===== src/rtl/muldiv_pkg.sv =====
// muldiv_pkg: shared definitions for the multiply/divide controller.
//   op_e       - EX-stage operation encodings (MULT, MULTU, DIV, DIVU)
//   state_e    - controller FSM states
//   DIV_ITER   - restoring divider iterations (equals data width)
//   DIV0_QUOT  - quotient reported for a zero divisor
//   helpers    - op classification and operand magnitude
package muldiv_pkg;

    typedef enum logic [1:0] {
        OP_MULT  = 2'd0,
        OP_MULTU = 2'd1,
        OP_DIV   = 2'd2,
        OP_DIVU  = 2'd3
    } op_e;

    typedef enum logic [2:0] {
        IDLE,
        MUL_RUN,
        DIV_RUN,
        DIV_FIX,
        DONE
    } state_e;

    localparam int unsigned DIV_ITER  = 32;
    localparam logic [31:0] DIV0_QUOT = 32'hFFFF_FFFF;

    function automatic logic op_is_div(input op_e op);
        return (op == OP_DIV) || (op == OP_DIVU);
    endfunction

    function automatic logic op_is_signed(input op_e op);
        return (op == OP_MULT) || (op == OP_DIV);
    endfunction

    // Absolute value when the operand is treated as signed, raw value otherwise.
    function automatic logic [31:0] mag32(input logic [31:0] v, input logic sgn);
        return (sgn && v[31]) ? (~v + 32'd1) : v;
    endfunction

endpackage


===== src/rtl/muldiv_ctrl_if.sv =====
// muldiv_ctrl_if: EX-stage <-> multiply/divide controller handshake.
//   start/op/a/b/flush : request from the pipeline (master drives)
//   stall_o/busy       : pipeline hold and activity indication (slave drives)
//   result/result_ok   : {hi,lo} value and one-cycle HI/LO commit strobe
interface muldiv_ctrl_if;
    logic        start;
    logic [1:0]  op;
    logic [31:0] a;
    logic [31:0] b;
    logic        flush;
    logic        stall_o;
    logic        busy;
    logic [63:0] result;
    logic        result_ok;

    modport master (
        output start, op, a, b, flush,
        input  stall_o, busy, result, result_ok
    );

    modport slave (
        input  start, op, a, b, flush,
        output stall_o, busy, result, result_ok
    );
endinterface


===== src/rtl/muldiv_ctrl_div_core.sv =====
// div_core: unsigned 32-bit iterative restoring divider, one quotient bit per step.
//   clk, rst           : clock, synchronous active-high reset
//   load               : capture dividend/divisor, clear remainder and counter
//   step               : perform one restoring iteration
//   dividend, divisor  : unsigned operands (sampled on load)
//   done               : high while the step being performed is the final one,
//                        so quot/rem are final on the following cycle
//   quot, rem          : quotient and remainder registers
module div_core
    import muldiv_pkg::*;
(
    input  logic        clk,
    input  logic        rst,
    input  logic        load,
    input  logic        step,
    input  logic [31:0] dividend,
    input  logic [31:0] divisor,
    output logic        done,
    output logic [31:0] quot,
    output logic [31:0] rem
);

    localparam int unsigned CW = $clog2(DIV_ITER);

    logic [CW-1:0] cnt;
    logic [31:0]   dvsr;
    logic [32:0]   rem_sh;
    logic          ge;
    logic [31:0]   rem_sub;

    // rem_sh can exceed 32 bits only when it is already >= divisor, so the
    // subtraction result and the restore path both fit back into 32 bits.
    always_comb begin
        rem_sh  = {rem, quot[31]};
        ge      = rem_sh >= {1'b0, dvsr};
        rem_sub = rem_sh[31:0] - dvsr;
        done    = step && (cnt == CW'(DIV_ITER - 1));
    end

    always_ff @(posedge clk) begin
        if (rst) begin
            cnt  <= '0;
            dvsr <= '0;
            quot <= '0;
            rem  <= '0;
        end else if (load) begin
            cnt  <= '0;
            dvsr <= divisor;
            quot <= dividend;
            rem  <= '0;
        end else if (step) begin
            cnt  <= cnt + 1'b1;
            quot <= {quot[30:0], ge};
            rem  <= ge ? rem_sub : rem_sh[31:0];
        end
    end

endmodule


===== src/rtl/muldiv_ctrl.sv =====
// muldiv_ctrl: sequences MULT/MULTU/DIV/DIVU for the HI/LO register pair.
//   clk, rst   : clock, synchronous active-high reset
//   bus        : muldiv_ctrl_if.slave
//                start/op/a/b sampled in IDLE or DONE when flush is low;
//                flush cancels any operation (no result_ok, result kept);
//                stall_o holds IF..EX; busy = not IDLE;
//                result = {hi,lo}; result_ok pulses for one cycle in DONE.
// Parameter MUL_LAT: cycles spent in MUL_RUN (>= 1).
// Optional build macro MULDIV_FAST_DIV_EN: a divide whose divisor magnitude
// exceeds the dividend magnitude (divisor non-zero) completes at T+1 with
// lo = 0, hi = a.
module muldiv_ctrl
    import muldiv_pkg::*;
#(
    parameter int unsigned MUL_LAT = 2
) (
    input  logic         clk,
    input  logic         rst,
    muldiv_ctrl_if.slave bus
);

    localparam int unsigned MCW = $clog2(MUL_LAT) + 1;

    state_e         state_q, state_d;
    op_e            op_in;
    op_e            op_q;
    logic [31:0]    a_q, b_q;
    logic           neg_quot, neg_rem;
    logic [MCW-1:0] mul_cnt;
    logic [63:0]    result_q, res_d;
    logic           res_load;
    logic           start_fire;
    logic           mul_last;

    logic signed [63:0] mul_a, mul_b, product;

    logic        div_load, div_done;
    logic [31:0] div_dvnd, div_dvsr, div_quot, div_rem;
    logic [31:0] fix_hi, fix_lo;

`ifdef MULDIV_FAST_DIV_EN
    logic fast_hit;
`endif

    always_comb begin
        op_in      = op_e'(bus.op);
        start_fire = bus.start && !bus.flush && (state_q inside {IDLE, DONE});
        div_dvnd   = mag32(bus.a, op_is_signed(op_in));
        div_dvsr   = mag32(bus.b, op_is_signed(op_in));
        div_load   = start_fire && op_is_div(op_in);
        mul_last   = (mul_cnt == MCW'(MUL_LAT - 1));
    end

`ifdef MULDIV_FAST_DIV_EN
    always_comb begin
        fast_hit = op_is_div(op_in) && (bus.b != '0) && (div_dvsr > div_dvnd);
    end
`endif

    // Low 64 bits of a 64x64 product of sign- or zero-extended operands give
    // the correct 32x32->64 result for both MULT and MULTU.
    always_comb begin
        mul_a   = {{32{op_is_signed(op_q) & a_q[31]}}, a_q};
        mul_b   = {{32{op_is_signed(op_q) & b_q[31]}}, b_q};
        product = mul_a * mul_b;
    end

    // Divide-by-zero reports the raw dividend regardless of signedness.
    always_comb begin
        if (b_q == '0) begin
            fix_hi = a_q;
            fix_lo = DIV0_QUOT;
        end else begin
            fix_hi = neg_rem  ? (~div_rem  + 32'd1) : div_rem;
            fix_lo = neg_quot ? (~div_quot + 32'd1) : div_quot;
        end
    end

    div_core u_div_core (
        .clk      (clk),
        .rst      (rst),
        .load     (div_load),
        .step     (state_q == DIV_RUN),
        .dividend (div_dvnd),
        .divisor  (div_dvsr),
        .done     (div_done),
        .quot     (div_quot),
        .rem      (div_rem)
    );

    always_ff @(posedge clk) begin
        if (rst) begin
            state_q <= IDLE;
        end else begin
            state_q <= state_d;
        end
    end

    always_comb begin
        state_d  = state_q;
        res_load = 1'b0;
        res_d    = result_q;
        if (bus.flush) begin
            state_d = IDLE;
        end else begin
            case (state_q)
                IDLE, DONE: begin
                    if (bus.start) begin
                        if (op_is_div(op_in)) begin
`ifdef MULDIV_FAST_DIV_EN
                            if (fast_hit) begin
                                state_d  = DONE;
                                res_load = 1'b1;
                                res_d    = {bus.a, 32'h0};
                            end else begin
                                state_d = DIV_RUN;
                            end
`else
                            state_d = DIV_RUN;
`endif
                        end else begin
                            state_d = MUL_RUN;
                        end
                    end else begin
                        state_d = IDLE;
                    end
                end
                MUL_RUN: begin
                    if (mul_last) begin
                        state_d  = DONE;
                        res_load = 1'b1;
                        res_d    = product;
                    end
                end
                DIV_RUN: begin
                    if (div_done) begin
                        state_d = DIV_FIX;
                    end
                end
                DIV_FIX: begin
                    state_d  = DONE;
                    res_load = 1'b1;
                    res_d    = {fix_hi, fix_lo};
                end
                default: state_d = IDLE;
            endcase
        end
    end

    always_ff @(posedge clk) begin
        if (rst) begin
            op_q     <= OP_MULT;
            a_q      <= '0;
            b_q      <= '0;
            neg_quot <= 1'b0;
            neg_rem  <= 1'b0;
            mul_cnt  <= '0;
            result_q <= '0;
        end else begin
            if (start_fire) begin
                op_q     <= op_in;
                a_q      <= bus.a;
                b_q      <= bus.b;
                neg_quot <= op_is_signed(op_in) && (bus.a[31] ^ bus.b[31]);
                neg_rem  <= op_is_signed(op_in) && bus.a[31];
            end
            if (state_q == MUL_RUN) begin
                mul_cnt <= mul_cnt + 1'b1;
            end else begin
                mul_cnt <= '0;
            end
            if (res_load) begin
                result_q <= res_d;
            end
        end
    end

    always_comb begin
        bus.busy      = (state_q != IDLE);
        bus.result_ok = (state_q == DONE);
        bus.result    = result_q;
        bus.stall_o   = (bus.start && (state_q inside {IDLE, DONE}) && !bus.flush)
                      || (state_q inside {MUL_RUN, DIV_RUN, DIV_FIX});
    end

endmodule


===== src/flat_wrapper.sv =====
// flat-port wrapper written by rule: the top's interface ports become plain ports
module muldiv_ctrl_flat import muldiv_pkg::*;
#(
    parameter int unsigned MUL_LAT = 2
)
  (clk, rst, bus_start, bus_op, bus_a, bus_b, bus_flush, bus_stall_o, bus_busy, bus_result, bus_result_ok);
  muldiv_ctrl_if bus_i ();
  input  logic clk;
  input  logic rst;
  input wire logic [$bits(bus_i.start)-1:0] bus_start;
  input wire logic [$bits(bus_i.op)-1:0] bus_op;
  input wire logic [$bits(bus_i.a)-1:0] bus_a;
  input wire logic [$bits(bus_i.b)-1:0] bus_b;
  input wire logic [$bits(bus_i.flush)-1:0] bus_flush;
  output wire logic [$bits(bus_i.stall_o)-1:0] bus_stall_o;
  output wire logic [$bits(bus_i.busy)-1:0] bus_busy;
  output wire logic [$bits(bus_i.result)-1:0] bus_result;
  output wire logic [$bits(bus_i.result_ok)-1:0] bus_result_ok;
  assign bus_i.start = bus_start;
  assign bus_i.op = bus_op;
  assign bus_i.a = bus_a;
  assign bus_i.b = bus_b;
  assign bus_i.flush = bus_flush;
  assign bus_stall_o = bus_i.stall_o;
  assign bus_busy = bus_i.busy;
  assign bus_result = bus_i.result;
  assign bus_result_ok = bus_i.result_ok;
  muldiv_ctrl #(.MUL_LAT(MUL_LAT)) u_core (.clk(clk), .rst(rst), .bus(bus_i));
endmodule

===== config.mk =====
export PLATFORM = sky130hd
export DESIGN_NAME = muldiv_ctrl_flat
export DESIGN_NICKNAME = d
export VERILOG_FILES = /design/src/rtl/muldiv_pkg.sv /design/src/rtl/muldiv_ctrl_if.sv /design/src/rtl/muldiv_ctrl_div_core.sv /design/src/rtl/muldiv_ctrl.sv /design/src/flat_wrapper.sv
export SDC_FILE = /design/constraint.sdc
export NUM_CORES = 2
export LEC_CHECK = 0
export CELL_PAD_IN_SITES_DETAIL_PLACEMENT = 1
export CELL_PAD_IN_SITES_GLOBAL_PLACEMENT = 2
export CORE_MARGIN = 10
export CORE_UTILIZATION = 37
export DETAILED_ROUTE_END_ITERATION = 6
export PLACE_DENSITY = 0.84
export SYNTH_ARGS = -nofsm -noshare
export SYNTH_HDL_FRONTEND = slang
export SYNTH_HIERARCHICAL = 1
export SYNTH_SLANG_ARGS = --single-unit

===== constraint.sdc =====
create_clock -name clk -period 8.5 [get_ports clk]
set_input_delay 2.55 -clock clk [delete_from_list [all_inputs] [get_ports clk]]
set_output_delay 2.55 -clock clk [all_outputs]
set_load 0.02 [all_outputs]

======== After elaboration in Yosys (flattened, before gate mapping) ========
Index checks and enable logic that the tools add are counted.
word-level totals
  register bits ........................... 238
  output and inout bits ................... 67
  logic and storage cells ................. 89
operators by class
  add/subtract/negate cells ............... 7
  $mul .................................... 1
  order comparisons ....................... 1
  equal/unequal tests ..................... 11
  mux-type cells .......................... 19
  bitwise logic cells ..................... 9
  reduce and logical (&&, ||, !) cells .... 29
operator list
  kind                     number
  $mux W32                 9
  $add A32 B1 Y32 const B  4
  $not A32 Y32             4
  $pmux W64 S2             1
  $mul A33 B33 Y64         1
  $mux W64                 1
  $ge A33 B32 Y1           1
  $logic_not A32 Y1        1
  $sub A32 B32 Y32         1
  $pmux W3 S4              1
  $logic_and A1 B1 Y1      9
  $reduce_or A2 Y1         4
  $eq A2 B2 Y1 const B     3
  $eq A3 B2 Y1 const B     2
  $mux W3                  2
  $reduce_bool A2 Y1       3
  $reduce_bool A3 Y1       2
  $add A5 B1 Y5 const B    1
  $eq A5 B5 Y1 const B     1
  $logic_not A2 Y1         2
  $logic_or A1 B1 Y1       4
  $mux W2                  2
  $ne A2 B1 Y1 const B     2
  $reduce_and A4 Y1        1
  other kinds (12)         15

======== Logic depth before layout (Yosys ltp) ========
  depth after elaboration ................. 6
  depth in mapped cells ................... 31
  gate-level depth less buffers ........... 28

======== Modules after synthesis ========
The synthesis kept the hierarchy.
modules (own cells, without submodules)
  module       times used  cells an instance  area an instance (µm²)  sequential area each (µm²)
  muldiv_ctrl  1           5,383              46,314.4                2,722.6
  div_core     1           800                6,314.8                 2,021.9

======== Worst setup path before layout ========
OpenSTA, ideal clock, no wires.
  kind .................................... reg-to-reg
  start point ............................. register u_core.a_q[31]
  end point ............................... register u_core.result_q[62] (netlist: u_core/bus.result[62])
  arrival ................................. 8.163 ns
  slack ................................... 0.215 ns
  cell stages (with the launch flop) ...... 30
  path buffers ............................ 3
  cell sequence ........................... dfxtp_1 > clkbuf_1 > nor2b_1 > clkbuf_1 > nand2_1 > inv_1 > fa_1 > inv_1 > fa_1 > inv_1 > fa_1 > fa_1 > inv_1 > fa_1 > inv_1 > fa_1 > inv_1 > fa_1 > fa_1 > inv_1 > ha_1 > clkbuf_1 > nand2_1 > nor2_1 > nand4_1 > a211o_1 > a211oi_2 > o311ai_1 > a311o_1 > a221o_1
on the way
  cells in the longest elaborated chain, start to end .. 4
RTL lines
  what                    line                text
  start, declared         muldiv_ctrl.sv:27   logic [31:0] a_q, b_q;
  start signal, assigned  muldiv_ctrl.sv:162  a_q <= bus.a;
  $and A1 B1 Y1           muldiv_ctrl.sv:63   mul_a = {{32{op_is_signed(op_q) & a_q[31]}}, a_q};
  $mul A33 B33 Y64 *      muldiv_ctrl.sv:65   product = mul_a * mul_b;
  $mux W64 *              muldiv_ctrl.sv:129  if (mul_last) begin
  $pmux W64 S2 *          muldiv_ctrl.sv:106  case (state_q)
  end signal, assigned    muldiv_ctrl.sv:173  result_q <= res_d;
  end, declared           muldiv_ctrl.sv:30   logic [63:0] result_q, res_d;
Every way passes the cells marked *; elsewhere a longest branch is shown, timed or not. The select of a mux whose other input is x is not followed.
A chain may end at the register's enable or synchronous reset.

======== Final worst setup path ========
  start point ............................. register u_core.b_q[0]
  end point ............................... register u_core.result_q[61] (netlist: u_core/bus.result[61])
on the way
  cells in the longest elaborated chain, start to end .. 3
  elaborated cells on any way between the ends .. 5
RTL lines
  what                                                          line                                   text
  start, declared                                               muldiv_ctrl.sv:27
  start signal, assigned                                        muldiv_ctrl.sv:163                     b_q <= bus.b;
  $mul A33 B33 Y64 / $logic_not A32 Y1 (equally long branches)  muldiv_ctrl.sv:65, muldiv_ctrl.sv:70
  $mux W64 / $mux W32 (equally long branches)                   muldiv_ctrl.sv:129, muldiv_ctrl.sv:70
  $pmux W64 S2 *                                                muldiv_ctrl.sv:106
Marks and branches as above.

==> results.yml <==
clock_network:
  numCtsBuffers: 29
  cts.sinks: 237
  clk_pin_slew_worst_paths_ps: 90
  clockBufferDepth: 3
  root_buffer: "clkbuf_16"
  htreeDepth: 1
  cts_tree: "built"
  clock_latency_ps: 620
setup_path:
  path_max_fanout: 18
  crit_path_frequent_cell: "fa_1"
  crit_type: "reg2reg"
  path_depth: 27
  r2r_cells: 27
  path_buf_inv: 7
  slowest_delay_ps: 550
  worstSetupStartpointType: "register"
  end_kind: "register"
  critical_path_required_ps: 9020
  path_delay_family: "adder cells"
  arrival_ps: 8760
  slowest_stage: "fa_1"
yosys:
  postSynthAreaPerCell_um2: 8.512
  ys_seq_area_share_pct: 9.015
  synth_warnings: 6
  synth_cell_type_count: 88
  synth_seq_cells: 237
  synth_edf_count: 0
  synthesis.nets: 7630
  netlist_area_um2: 52630
  async_flop_share_pct: 0
  yosys_most_used_dff: "dfxtp_1"
  netlist_instances: 6183
grt:
  grt_usage_pct: 23.39
  grt_pass1_wl_mm: 287.6
  grt_pass1_vias: 47560
  grt-ovfl-total: 0
  antenna_found_initial: 9
  grt_max_degree: 84
placement:
  place_congestion: 0.9343
  portBuffers: 136
  hpwl_mm: 148.0
  place_inst: 8000
finish:
  layout-drive-gt1-share_pct: 5.366
  final_common_cell: "inv_1"
  multi_input_area_um2: 41960
  final_util_pct: 41.05
  mostFrequentLayoutCells: "inv_1 (1188), fa_1 (1121), nand2_1 (1027)"
  layout.nets: 7593
  instances_no_fill: 8068
  syn_to_final_growth_pct: 10.30
  nFillCells: 16660
  regArea_um2: 4756
die:
  pin_count: 137
  die_y_um: 397.2
  chipWidth_um: 397.2
  core_area_um2: 141400
  initial_core_util_pct: 37.22
  dieArea_um2: 157700
  fp-row-count: 138
routing:
  via_per_inst: 5.278
  vias: 42590
  m1WireLength_mm: 77.48
  wl_met2_mm: 90.67
  wl_mm: 183.7
  drtIter0Drc: 2546
  drtAntennaViolNets: 0
  wl_per_cell_um: 22.77
  firstDrtPassIters: 5
  wl_met3_mm: 9.488
  highest_layer: "met5"
  drc_errors: 0
timing:
  finalMaxSlewViolations: 0
  tns_ps: 0
  timing.fmax_mhz: 121.5
  skew_ps: 15.75
  holdWs_ps: 455.9
  period_share_pct: 96.86
  setup_viol: 0
  tightest_slew_ps: 1348
  slew_headroom_pct: 9.976
  fin_crit_ps: 8233
  hold_viol: 0
power:
  leakagePower_nw: 26.75
  ir_worst_vdd_mv: 0.1742
  power-per-cell-area_nw_per_um2: 83.13
flow_run:
  maxCapViolations: 0
run_status:
  outcome: "finished, final reports clean"
worst_hold_path:
  min-delay-path-class: "reg2reg"
  hold_depth: 1
## kinds of logic after synthesis
| kind of cell | share of synthesized area [%] |
|---|---|
| simple gates | 17.17 |
| xor+xnor | 3.595 |
| compound gates | 8.680 |
| buf+inv | 11.41 |
| mux | 1.334 |
| fa+ha+maj | 48.80 |
| flops | 9.015 |
## power by group
| part | internal, mW | switching, mW |
|---|---|---|
| Clock | 0.777 | 0.626 |
| Combinational | 0.799 | 1.42 |
| Sequential | 1.15 | 0.0619 |
| Total | 2.72 | 2.10 |
## final timing paths
path	endpoint	from	slack (ps)
min reg2reg	u_core/mul_cnt[0]	u_core/mul_cnt[0]	460
max	u_core/bus.result[61]	u_core/b_q[0]	270
min	u_core/mul_cnt[0]	u_core/mul_cnt[0]	460
max reg2reg	u_core/bus.result[61]	u_core/b_q[0]	270
## cells in the mapped netlist, drive strengths merged, types with 15 or more instances
cell,instances,area [um2]
inv,1193,4478
fa,1126,22540
nand2,1033,3892
clkbuf,381,1430
and2,369,2308
nor2,285,1086
a21oi,282,1415
ha,251,3141
dfxtp,237,4745
o21ai,128,644.4
xnor2,120,1051
xor2,96,840.8
mux2i,69,690.7
nor3,62,326.6
a21o,49,367.9
nand3,40,205.2
a211oi,36,280.3
a31oi,34,219.0
o31ai,31,232.7
nor4,29,181.4
nand4,27,168.9
nor2b,25,156.4
o211ai,24,180.2
o221ai,23,214.0
buf,21,95.09
nand2b,20,125.1
or2,20,125.1
a311oi,19,191.4
or3,15,93.84
or4,15,112.6
## timing repair
action	in CTS	in global routing
setup endpoints to repair	0	14
buffers inserted	0	5
gates resized for setup	0	24
hold buffers	0	0
## worst reg2reg max path, stage by stage (launching register included)
cell and delay [ps]:
dfxtp_1 360, buf_4 230, and2_1 220, fa_1 550, inv_1 60, fa_1 520, inv_1 50, fa_1 470
inv_1 70, fa_1 540, inv_1 70, fa_1 490, fa_1 510, fa_1 500, inv_1 50, fa_1 510
inv_1 50, ha_1 440, nand2_1 180, o21a_1 230, o221ai_1 280, a21o_1 220, a21oi_1 80, o21a_1 260
o31a_1 380, o31ai_1 320, xnor2_1 210, a311oi_1 280
## registers in the layout (all words and copies together), names as in the netlist
| signal | cells |
|---|---|
| u_core/a_q | 32 |
| u_core/neg_rem | 1 |
| u_core/bus.result | 64 |
| u_core/mul_cnt | 2 |
| u_core/u_div_core/rem | 32 |
| u_core/u_div_core/dvsr | 32 |
| u_core/u_div_core/cnt | 5 |
| u_core/neg_quot | 1 |
| u_core/op_q | 1 |
| u_core/state_q | 3 |
| u_core/u_div_core/quot | 32 |
| u_core/b_q | 32 |
## layout make-up
class,instances,share of cell area (%)
diodes,9,0.03880
multi-input cells,4351,72.29
inverters,1193,7.721
clock inverters,21,0.4354
clock buffers,33,1.310
repair buffers,334,5.942
flip-flops and latches,237,8.193
well taps,1890,4.074
## metrics by stage
step           area, um2  setup slack (ps)  power, mW
6_report           58050             266.7      4.826
5_1_grt            58040            -58.66      5.116
4_1_cts            57930             24.67      4.841
3_5_place_dp       56910             60.01      3.424
3_3_place_gp       56910             174.6      3.380
2_1_floorplan      52630             214.9      2.607
## layer usage
layer,vias to the layer above,global-route usage [%]
met1,22610,30.98
met4,2,7.286
met5,-,0
met2,1048,39.97
met3,243,2.597
li1,18680,-
(Power assumes the default switching activity.)
